File: config.mk
export PLATFORM = sky130hd
export DESIGN_NAME = regfile_wb_arbiter
export DESIGN_NICKNAME = d
export VERILOG_FILES = /design/src/rtl/regfile_pkg.sv /design/src/rtl/rr_pick.sv /design/src/rtl/regfile_wb_arbiter.sv
export SDC_FILE = /design/constraint.sdc
export NUM_CORES = 1
export LEC_CHECK = 0
export CAP_MARGIN = 20
export CORE_MARGIN = 8
export CORE_UTILIZATION = 37
export DETAILED_ROUTE_END_ITERATION = 10
export GPL_ROUTABILITY_DRIVEN = 0
export GPL_TIMING_DRIVEN = 0
export PLACE_DENSITY = 0.76
export SLEW_MARGIN = 20
export SYNTH_ARGS = -nofsm -noshare
export SYNTH_HDL_FRONTEND = slang
export SYNTH_SLANG_ARGS = --single-unit
File: constraint.sdc
create_clock -name clk -period 3.8 [get_ports clk]
set_clock_uncertainty 0.2 [all_clocks]
set_input_delay 0.76 -clock clk [delete_from_list [all_inputs] [get_ports clk]]
set_output_delay 0.76 -clock clk [all_outputs]
set_load 0.02 [all_outputs]
File: src/rtl/regfile_pkg.sv
// Shared types and constants for the regfile writeback arbiter.
package regfile_pkg;

    typedef enum logic {
        ARB  = 1'b0,
        LOCK = 1'b1
    } arb_state_t;

    localparam int REQ_ALU  = 0;
    localparam int REQ_MEM  = 1;
    localparam int REQ_MDU  = 2;
    localparam int REG_ZERO = 0;

    // Cyclic successor of a requester index, wrapping n-1 back to 0.
    function automatic int wrap_next(input int idx, input int n);
        return (idx == n - 1) ? 0 : idx + 1;
    endfunction

endpackage

File: src/rtl/rr_pick.sv
// Cyclic priority search: one-hot grant to the first valid requester at or after rr_ptr.
module rr_pick #(
    parameter int NREQ = 3,
    parameter int PW   = (NREQ > 1) ? $clog2(NREQ) : 1
) (
    input  logic [NREQ-1:0] valid,
    input  logic [PW-1:0]   rr_ptr,
    output logic [NREQ-1:0] grant
);

    logic          found;
    logic [PW-1:0] idx;

    always_comb begin
        grant = '0;
        found = 1'b0;
        idx   = '0;
        for (int k = 0; k < NREQ; k++) begin
            idx = PW'((int'(rr_ptr) + k) % NREQ);
            if (!found && valid[idx]) begin
                grant[idx] = 1'b1;
                found      = 1'b1;
            end
        end
    end

endmodule

File: src/rtl/regfile_wb_arbiter.sv
// Round-robin writeback arbiter with burst locking onto a single regfile write port.
// Define REGFILE_WB_FWD_EN to add the two combinational write-port forwarding taps.
module regfile_wb_arbiter
    import regfile_pkg::*;
#(
    parameter int NREQ = 3,
    parameter int DW   = 32,
    parameter int AW   = 5
) (
    input  logic                 clk,
    input  logic                 rst,
    input  logic [NREQ-1:0]      req_valid,
    input  logic [NREQ*AW-1:0]   req_addr,
    input  logic [NREQ*DW-1:0]   req_data,
    input  logic [NREQ-1:0]      req_ovf,
    input  logic [NREQ-1:0]      req_last,
    output logic [NREQ-1:0]      req_ready,
    output logic                 rf_we,
    output logic [AW-1:0]        rf_waddr,
    output logic [DW-1:0]        rf_wdata,
    output logic                 rf_ovf,
    output logic [15:0]          drop_cnt
`ifdef REGFILE_WB_FWD_EN
    ,
    input  logic [AW-1:0]        fwd_raddr1,
    input  logic [AW-1:0]        fwd_raddr2,
    output logic                 fwd_hit1,
    output logic                 fwd_hit2,
    output logic [DW-1:0]        fwd_data1,
    output logic [DW-1:0]        fwd_data2
`endif
);

    localparam int PW = (NREQ > 1) ? $clog2(NREQ) : 1;

    if (NREQ < 2 || NREQ > 4) begin : g_bad_nreq
        $error("regfile_wb_arbiter: NREQ must be in 2..4");
    end

    arb_state_t      state;
    logic [PW-1:0]   rr_ptr;
    logic [PW-1:0]   owner;
    logic [PW-1:0]   gnt_idx;
    logic [NREQ-1:0] rr_grant;
    logic [NREQ-1:0] owner_onehot;
    logic            fire;
    logic            sel_drop;
    logic [AW-1:0]   sel_addr;
    logic [DW-1:0]   sel_data;
    logic            sel_ovf;
    logic            sel_last;

    rr_pick #(
        .NREQ (NREQ),
        .PW   (PW)
    ) u_rr_pick (
        .valid  (req_valid),
        .rr_ptr (rr_ptr),
        .grant  (rr_grant)
    );

    // While locked only the burst owner is eligible; reset forces every ready low.
    always_comb begin
        owner_onehot        = '0;
        owner_onehot[owner] = 1'b1;
        if (!rst) begin
            req_ready = '0;
        end else if (state == LOCK) begin
            req_ready = owner_onehot & req_valid;
        end else begin
            req_ready = rr_grant;
        end
    end

    always_comb begin
        gnt_idx  = '0;
        sel_addr = '0;
        sel_data = '0;
        sel_ovf  = 1'b0;
        sel_last = 1'b0;
        for (int i = 0; i < NREQ; i++) begin
            if (req_ready[i]) begin
                gnt_idx  = PW'(i);
                sel_addr = req_addr[i*AW +: AW];
                sel_data = req_data[i*DW +: DW];
                sel_ovf  = req_ovf[i];
                sel_last = req_last[i];
            end
        end
        fire     = |req_ready;
        sel_drop = sel_ovf || (sel_addr == AW'(REG_ZERO));
    end

    // A beat with last=0 opens a burst; the owner's last beat closes it and advances rr_ptr.
    always_ff @(posedge clk or negedge rst) begin
        if (!rst) begin
            state    <= ARB;
            rr_ptr   <= '0;
            owner    <= '0;
            rf_we    <= 1'b0;
            rf_waddr <= '0;
            rf_wdata <= '0;
            rf_ovf   <= 1'b0;
            drop_cnt <= '0;
        end else begin
            rf_we <= 1'b0;
            if (fire) begin
                rf_we    <= !sel_drop;
                rf_waddr <= sel_addr;
                rf_wdata <= sel_data;
                rf_ovf   <= sel_ovf;
                if (sel_drop && (drop_cnt != 16'hFFFF)) begin
                    drop_cnt <= drop_cnt + 16'd1;
                end
                if (sel_last) begin
                    state  <= ARB;
                    rr_ptr <= PW'(wrap_next(int'(gnt_idx), NREQ));
                end else if (state == ARB) begin
                    state <= LOCK;
                    owner <= gnt_idx;
                end
            end
        end
    end

`ifdef REGFILE_WB_FWD_EN
    assign fwd_hit1  = rf_we && (rf_waddr == fwd_raddr1) && (fwd_raddr1 != AW'(REG_ZERO));
    assign fwd_hit2  = rf_we && (rf_waddr == fwd_raddr2) && (fwd_raddr2 != AW'(REG_ZERO));
    assign fwd_data1 = rf_wdata;
    assign fwd_data2 = rf_wdata;
`endif

endmodule

==> Word level (Yosys, flattened, before mapping) <==
Index checks and enable logic that the tools add are counted.
Widths: inputs -> output; s select.
{ "op_classes": {"reduce_logical": 16, "eq_ne": 2, "magnitude_cmp": 8, "div": 3, "bitwise": 5, "addsub": 4, "mux": 38} }
{ "op_table": {"columns": ["cell", "n"], "rows": [
  ["$mux 32", 3],
  ["$mod 32x3->32 const B", 2],
  ["$mod 3x3->32 const B", 1],
  ["$mux 1", 18],
  ["$add 16x1->16 const B", 1],
  ["$ne 16x16->1 const B", 1],
  ["$mux 3", 5],
  ["$mux 5", 3],
  ["$lt 2x3->1 const B", 4],
  ["$demux 1 s2", 4],
  ["$ge 2x1->1 const B", 4],
  ["$logic_and 1x1->1", 7],
  ["$bmux 1 s2", 3],
  ["$or 3x3->3", 2],
  ["$logic_not 5->1", 1],
  ["$mux 2", 2],
  ["$reduce_and 2->1", 2],
  ["$add 2x1->3 const B", 1],
  ["$add 2x2->3 const B", 1],
  ["$and 3x3->3", 1],
  ["$logic_not 1->1", 3],
  ["$reduce_and 3->1", 1],
  ["$reduce_or 3->1", 1],
  ["$add 2x1->2 const B", 1],
  ["other kinds (3)", 4]
]} }
{ "word_totals": {"in_bits": 122, "regBits": 60, "wordCells": 84, "output_inout_bits": 58} }

==> Logic depth before layout (Yosys ltp) <==
Gate-level depths: netlist (run 1).
{ "logic_depth": {"word_depth": 19, "depth_mapped": 15, "mapped_depth_nobuf": 12} }

==> By module <==
A second synthesis (run 1) with hierarchy kept.
{ "hier_totals": {"hier_cells": 394, "hier_area_um2": 3423.3} }
{ "by_module_without_submodules": {"columns": ["mod", "n_inst", "seq_area_each_um2", "area_per_inst_um2", "cells_per_inst"], "rows": [
  ["regfile_wb_arbiter", 1, 1501.4, 3150.5, 358],
  ["rr_pick", 1, 0.0, 272.8, 36]
]} }

==> Worst setup path before layout (run 1) <==
Ideal clock, no wire load.
{ "synth_timing": {"path_kind": "in2out", "from": "in req_valid[2]", "to": "out req_ready[2]", "slack_ps": 3, "stages": 10, "required_time_ps": 2840, "path_buffers": 5, "arrival_ps": 2837, "path_cell_list": "buf_4 > and4bb_1 > a31o_1 > a31o_4 > o41ai_4 > inv_2 > buf_2 > clkbuf_1 > clkbuf_1 > buf_4"} }
{ "synth_between": {"elab_chain_cells": 11, "word_cells_on_any_way": 20, "cone_classes": "13 x mux; 3 x bitwise; 4 x reduce/logical"} }
{ "synth_lines": {"columns": ["item", "line", "rtl"], "rows": [
  ["start, declared", "regfile_wb_arbiter.sv:12", "input logic [NREQ-1:0] req_valid,"],
  ["$bmux 1 s2", "rr_pick.sv:20", "if (!found && valid[idx]) begin"],
  ["$mux 1 (implied by the code)", "rr_pick.sv:20", null],
  ["$mux 1", "rr_pick.sv:20", null],
  ["$logic_not 1->1", "rr_pick.sv:20", null],
  ["$logic_and 1x1->1", "rr_pick.sv:20", null],
  ["$mux 1", "rr_pick.sv:20", null],
  ["$logic_not 1->1", "rr_pick.sv:20", null],
  ["$logic_and 1x1->1", "rr_pick.sv:20", null],
  ["$mux 3", "rr_pick.sv:20", null],
  ["$mux 3 *", "regfile_wb_arbiter.sv:68", "end else if (state == LOCK) begin"],
  ["$mux 3 *", "regfile_wb_arbiter.sv:66", "if (!rst) begin"],
  ["end, declared", "regfile_wb_arbiter.sv:17", "output logic [NREQ-1:0] req_ready,"]
]} }
Mark *: on every way between the ends. The rest lies on a longest branch, timed or not. The select of a mux whose other input is x is not followed.

==> Final worst setup path (run 1) <==
{ "layout_timing": {"from": "in req_valid[0]", "to": "out req_ready[2]"} }
{ "layout_between": {"elab_chain_cells": 11, "word_cells_on_any_way": 19, "cone_classes": "13 x mux; 2 x bitwise; 4 x reduce/logical"} }
{ "layout_lines": {"columns": ["item", "line"], "rows": [
  ["$bmux 1 s2", "rr_pick.sv:20"],
  ["$mux 1 (implied by the code)", "rr_pick.sv:20"],
  ["$mux 1", "rr_pick.sv:20"],
  ["$logic_not 1->1", "rr_pick.sv:20"],
  ["$logic_and 1x1->1", "rr_pick.sv:20"],
  ["$mux 1", "rr_pick.sv:20"],
  ["$logic_not 1->1", "rr_pick.sv:20"],
  ["$logic_and 1x1->1", "rr_pick.sv:20"],
  ["$mux 3 *", "rr_pick.sv:20"],
  ["$mux 3 *", "regfile_wb_arbiter.sv:68"],
  ["$mux 3 *", "regfile_wb_arbiter.sv:66"]
]} }
Marked as above.

==> results of run 1 <==
-- state kept, by name (all words and copies together), names as in the netlist --
| register | flops |
|---|---|
| rf_ovf | 1 |
| rf_wdata | 32 |
| rf_we | 1 |
| rr_ptr | 2 |
| rf_waddr | 5 |
| state | 1 |
| drop_cnt | 16 |
| owner | 2 |
-- metal layers --
| layer | vias up | GRT usage (%) | part of all wire (%) |
|---|---|---|---|
| met1 | 1777 | 20.5 | 39 |
| met5 | - | 0 | 0 |
| met2 | 157 | 34.3 | 49 |
| met4 | 0 | 7.97 | 2.5 |
| li1 | 1816 | - | - |
| met3 | 23 | 7.72 | 9.4 |
-- final cells by class --
type                       instances  area (um^2)  area share [%]
multi-input combinational        304         2050            34.2
timing repair buffer             193         1900            31.7
sequential                        60         1500            25.1
buffer                            24          185            3.09
tap                              133          166            2.78
clock buffer                       9          124            2.07
clock inverter                     6         41.3           0.689
inverter                           7         26.3           0.438
-- metrics by stage --
stage | worst slack (ns) | total power [W] | hold slack (ns) | TNS [ns] | area [um^2]
floorplan | 0.00332 | 0.00258 | 0.264 | 0 | 3630
global placement | -3.19 | 0.00356 | 0.261 | -158.58 | 5580
detailed placement | -1.67 | 0.00364 | 0.266 | -55.52 | 5590
CTS | -0.0144 | 0.00429 | 0.163 | -0.0181 | 5930
global route | -0.0600 | 0.00464 | 0.183 | -0.0910 | 5990
finish | 0.118 | 0.00433 | 0.165 | 0 | 5990
-- kinds of logic after synthesis --
| kind of cell | share of synthesized area (%) |
|---|---|
| AND/OR/NAND/NOR | 19.6 |
| AO/OA/AOI/OAI | 19.0 |
| flip-flops | 41.4 |
| multiplexers | 10.3 |
| buffers and inverters | 4.31 |
| XOR/XNOR | 3.62 |
| adder cells (fa/ha/maj) | 1.72 |
-- power breakdown --
group | switching [W] | internal [W] | leakage, nW
combinational | 0.00151 | 0.00124 | 1.68
clock | 0.000264 | 0.000232 | 0.0775
sequential | 0.000175 | 0.000910 | 0.752
-- worst max-delay path: cells and delay by family --
family	cells	cell delay (ns)
simple gates	1	0.19
mux	1	0.34
compound gates	2	0.48
buf+inv	6	0.93
-- repair_timing --
| item | in CTS | in global routing |
|---|---|---|
| pin swaps | 4 | 7 |
| buffers inserted | 9 | 3 |
| setup endpoints to repair | 63 | 27 |
| hold endpoints to repair | 0 | 0 |
| gates resized for setup | 38 | 9 |
| cloned | 1 | 1 |
-- final timing paths --
check                             start           end  slack (ns)  depth (start not counted)
max                        req_valid[0]  req_ready[2]        0.12                         10
min                                 rst  drop_cnt[15]        0.17                          1
max reg2reg                   rr_ptr[1]   drop_cnt[7]        0.13                         15
min reg2reg                rf_wdata[12]  rf_wdata[12]        0.28                          2
max in group asynchronous           rst     rr_ptr[1]        2.72                          2
min in group clk           rf_wdata[12]  rf_wdata[12]        0.28                          2
-- cell usage in the layout (no fill, tap or decap), drive strengths merged, types with 4 or more instances in the layout --
master,netlist,routed
nand3,8,8
clkdlybuf4s50,0,173
ha,5,5
o21ai,36,36
nor3,6,6
and3,4,4
buf,13,27
clkbuf,13,23
inv,7,8
mux2,4,4
a21oi,38,38
mux2i,33,33
dfrtp,60,60
nand2,51,51
nor2,40,40
nand3b,6,6
a31oi,5,5
nor4,5,5
xor2,14,14
==> metrics.cfg, run 1 <==
[outcome]
status = completed

[yosys]
synth.most_common_cell = dfrtp_1
synth_nets = 524
synth-main-ff-cell = dfrtp_1
syn-mean-instance-area_um2 = 9.14
synth_cells = 397
postSynth.asyncResetShare_pct = 100
synth_top_area_share_pct = 41.4
ys_seq_area_share_pct = 41.4
yosysWarnings = 0
syn_area_um2 = 3630
synth_edf_count = 0
synth_common_cells = dfrtp_1 (60), nand2_1 (51), nor2_1 (40), a21oi_1 (38), o21ai_0 (36)
ys_types = 61
synth-seq-cells = 60
synth_top_cells_by_area = dfrtp_1 (41%), mux2i_1 (9.1%), nand2_1 (5.3%)
synth_largest_area_cell = dfrtp_1

[run]
maxCapViolCount = 0

[clock_network]
numCtsBuffers = 9
ctsLongestPathBuffers = 2
cts_hold_buf = 0
cts_sinks = 60
path_clk_slew_ns = 0.08
clockRootBuffer = clkbuf_8
cts_tree = built
h-tree-depth = 3
clk-insertion-delay-late_ns = 0.33

[finish]
drive_gt1_share_pct = 12.3
fill_cells = 858
area_delta_synth_final_pct = 65.2
final_util_pct = 62.2
fin_nets = 726
final_cells = 736
antenna_cells = 0

[detailed_routing]
first_pass_iters = 4
drt_wl_total_mm = 13.0
avgRoutedWirePerCell_um = 17.6
drtIter0Drc = 127
postRouteAntennaNets = 0
routed_via_density = 5.13
vias = 3773
drc_errors = 0

[global_route]
grt_pass1_vias = 4017
grt_overflow = 0
grt_usage_pct = 19.6
grt_antenna_before_repair = 0
grt_max_degree = 34
grt_pass1_wl_mm = 20.3

[hold_path]
worstHoldPathType = input pin to async pin

[floorplan]
die_area_um2 = 13200
die_x_um = 115
num_io_pins = 180
rows = 36
die-height_um = 115
core_um2 = 9640
start_util_pct = 37.6

[worst_setup_path]
worstPathMaxFanout = 6
worst_setup_path_end_kind = output pin
crit_arrival_ns = 2.72
worstPathCellList = clkdlybuf4s15_1 > mux2_4 > and4_4 > a31o_4 > o41ai_4 > inv_2 > buf_8 > clkbuf_16 > clkbuf_16 > buf_6
crit_type = input pin to output pin
worst_ep_required_time_ns = 2.84
worst_setup_path_start_kind = input pin
critical-path-top-cell-by-count = clkbuf_16
cp_slowest_cell = mux2_4
max_stage_delay_ns = 0.34

[sta]
min_period_over_period_pct = 96.9
grt_setup_unrepaired = true
min_period_ns = 3.68
max_freq_mhz = 272
relSlewSlack_pct = 51.2
tightest_slew_ns = 0.732
hold_viol_final = 0
setup_viol = 0
timing.final.max_slew_violations = 0

[power]
peakVddDrop_uv = 290
powerDensity_nw_per_um2 = 723
p_leak_nw = 2.51

[placed_design]
dp_cells = 709
port_buffers = 178
dp_hpwl_mm = 10.2

Power figures use the tool's default switching activity.
==> run 2, diff against run 1 <==
--- a/config.mk
+++ b/config.mk
@@ -12,6 +12,7 @@
 export GPL_ROUTABILITY_DRIVEN = 0
 export GPL_TIMING_DRIVEN = 0
 export PLACE_DENSITY = 0.76
+export SKIP_CTS_REPAIR_TIMING = 1
 export SLEW_MARGIN = 20
 export SYNTH_ARGS = -nofsm -noshare
 export SYNTH_HDL_FRONTEND = slang
==> run 2 against run 1 <==
The run now ends with negative setup slack left. Combinational power rose by 3%. Non-clock buffer count rose by 1. Hold slack got worse by 0.0012 ns. Sequential cell count did not move. Die area did not move. Design area rose by 1.0%. Critical path type unchanged. Largest power group unchanged. Highest routed layer unchanged.
==> metrics.cfg, run 2 (same netlist as run 1, synthesis figures left out) <==
[finish]
mostFrequentLayoutCells = clkdlybuf4s50_1 (173), dfrtp_1 (59), nand2_1 (50), nor2_1 (40), a21oi_1 (38)
reg_top3 = rf_wdata x32, drop_cnt x16, rf_waddr x5
final_common_cell = clkdlybuf4s50_1
final_cells = 737
drive_gt1_share_pct = 13.4
antenna_cells = 0
area_delta_synth_final_pct = 66.9
top_register = rf_wdata
fin_nets = 727
largest_reg_flops = 32

[power]
clock_power_share_pct = 11.3
powerDensity_nw_per_um2 = 729
p_total_w = 0.00442
power_frac_comb_pct = 64.1
p_leak_nw = 2.54
p_switching_w = 0.00200
p_sw_share_pct = 45.2
peakVddDrop_uv = 293
pwr-share-seq_pct = 24.6
internal-power_w = 0.00242

[clock_network]
ctsLongestPathBuffers = 2
cts_sinks = 60
clockRootBuffer = clkbuf_8
h-tree-depth = 3
cts_tree = built
clk-insertion-delay-late_ns = 0.34
numCtsBuffers = 9
path_clk_slew_ns = 0.08

[outcome]
violations = negative setup slack
status = complete, but fails checks

[sta]
relSlewSlack_pct = 51.0
max_freq_mhz = 258
tns_ns = -0.0739
grt_setup_unrepaired = true
hold_viol_final = 0
setup_viol = 1
tightest_slew_ns = 0.735
hold_slack_ns = 0.164
min_period_over_period_pct = 102
setup_ws_ns = -0.0739
min_period_ns = 3.87
timing.final.max_slew_violations = 0

[global_route]
grt_pass1_vias = 3934
grt_pass1_wl_mm = 19.9
grt_usage_pct = 19.2
grt_antenna_before_repair = 0
grt_max_degree = 34
grt_overflow = 0

[worst_setup_path]
reg2reg_setup_slack_ns = 0.06
worstPathMaxFanout = 10
worstPathCellList = dlymetal6s2s_1 > mux2_4 > and4_4 > a31o_4 > o41ai_4 > inv_2 > buf_12 > buf_12 > buf_8 > buf_6 > buf_6
crit_type = input pin to output pin
worst_setup_path_end_kind = output pin
worstRegToRegCells = 13
rr_endpoint = drop_cnt[1]
max_stage_delay_ns = 0.39
cp_slowest_cell = o41ai_4
crit_arrival_ns = 2.91
worst_setup_path_start_kind = input pin
worstReg2RegStart = rr_ptr[1]
worst_ep_required_time_ns = 2.84

[hold_path]
worstHoldPathType = input pin to async pin

[detailed_routing]
first_pass_iters = 5
drc_errors = 0
drtIter0Drc = 172
drt_wl_total_mm = 13.1
routed_via_density = 5.17
postRouteAntennaNets = 0
avgRoutedWirePerCell_um = 17.8
vias = 3812

[floorplan]
num_io_pins = 180
die-height_um = 115
rows = 36
start_util_pct = 37.6
die_area_um2 = 13200
die_x_um = 115
core_um2 = 9640

[placed_design]
port_buffers = 178
pre_cts_slack_ns = -1.67
dp_hpwl_mm = 10.2
dp_cells = 709

[run]
maxCapViolCount = 0

[run 2: per-layer routing]
| metal | vias up | GRT usage, % | wire (um) |
|---|---|---|---|
| met5 | - | 0 | 0 |
| met4 | 0 | 6.74 | 272 |
| met3 | 20 | 7.67 | 1220 |
| met2 | 159 | 33.6 | 6470 |
| met1 | 1816 | 20.4 | 5160 |
| li1 | 1817 | - | - |
[run 2: worst max path at each step]
stage                 start      endpoint
6_report       req_valid[0]  req_ready[2]
5_1_grt           rr_ptr[1]  req_ready[2]
4_1_cts        req_valid[0]  req_ready[2]
3_5_place_dp   req_valid[0]  req_ready[2]
3_3_place_gp            rst  req_ready[1]
2_1_floorplan  req_valid[2]  req_ready[2]
[run 2: power groups by stage]
stage | clock, W | combinational [W] | sequential (W)
6_report | 0.000499 | 0.00283 | 0.00109
5_1_grt | 0.000540 | 0.00306 | 0.00112
4_1_cts | 0.000509 | 0.00255 | 0.00108
3_5_place_dp | 0 | 0.00255 | 0.00109
3_3_place_gp | 0 | 0.00248 | 0.00108
2_1_floorplan | 0 | 0.00122 | 0.00136
[run 2: cell type report]
type	count	area (um^2)
well taps	133	166
flip-flops and latches	60	1500
multi-input cells	304	2100
plain buffers	23	170
repair buffers	195	1920
fillers	856	3580
clock buffers	9	124
inverters	7	26.3
clock inverters	6	41.3
[run 2: per-stage QoR]
| stage | cell area (um^2) | utilization, % |
|---|---|---|
| 5_1_grt | 6050 | 62.8 |
| 2_1_floorplan | 3630 | - |
| 6_report | 6050 | 62.8 |
| 3_5_place_dp | 5590 | 58.0 |
| 3_3_place_gp | 5580 | 57.9 |
| 4_1_cts | 5760 | 59.7 |
[run 2: worst max-delay path: cells and delay by family]
family                 cells  cell delay (ns)
buffers and inverters      7             1.00
AOI/OAI and AO/OA          2             0.62
muxes                      1             0.34
and+or+nand+nor            1             0.19
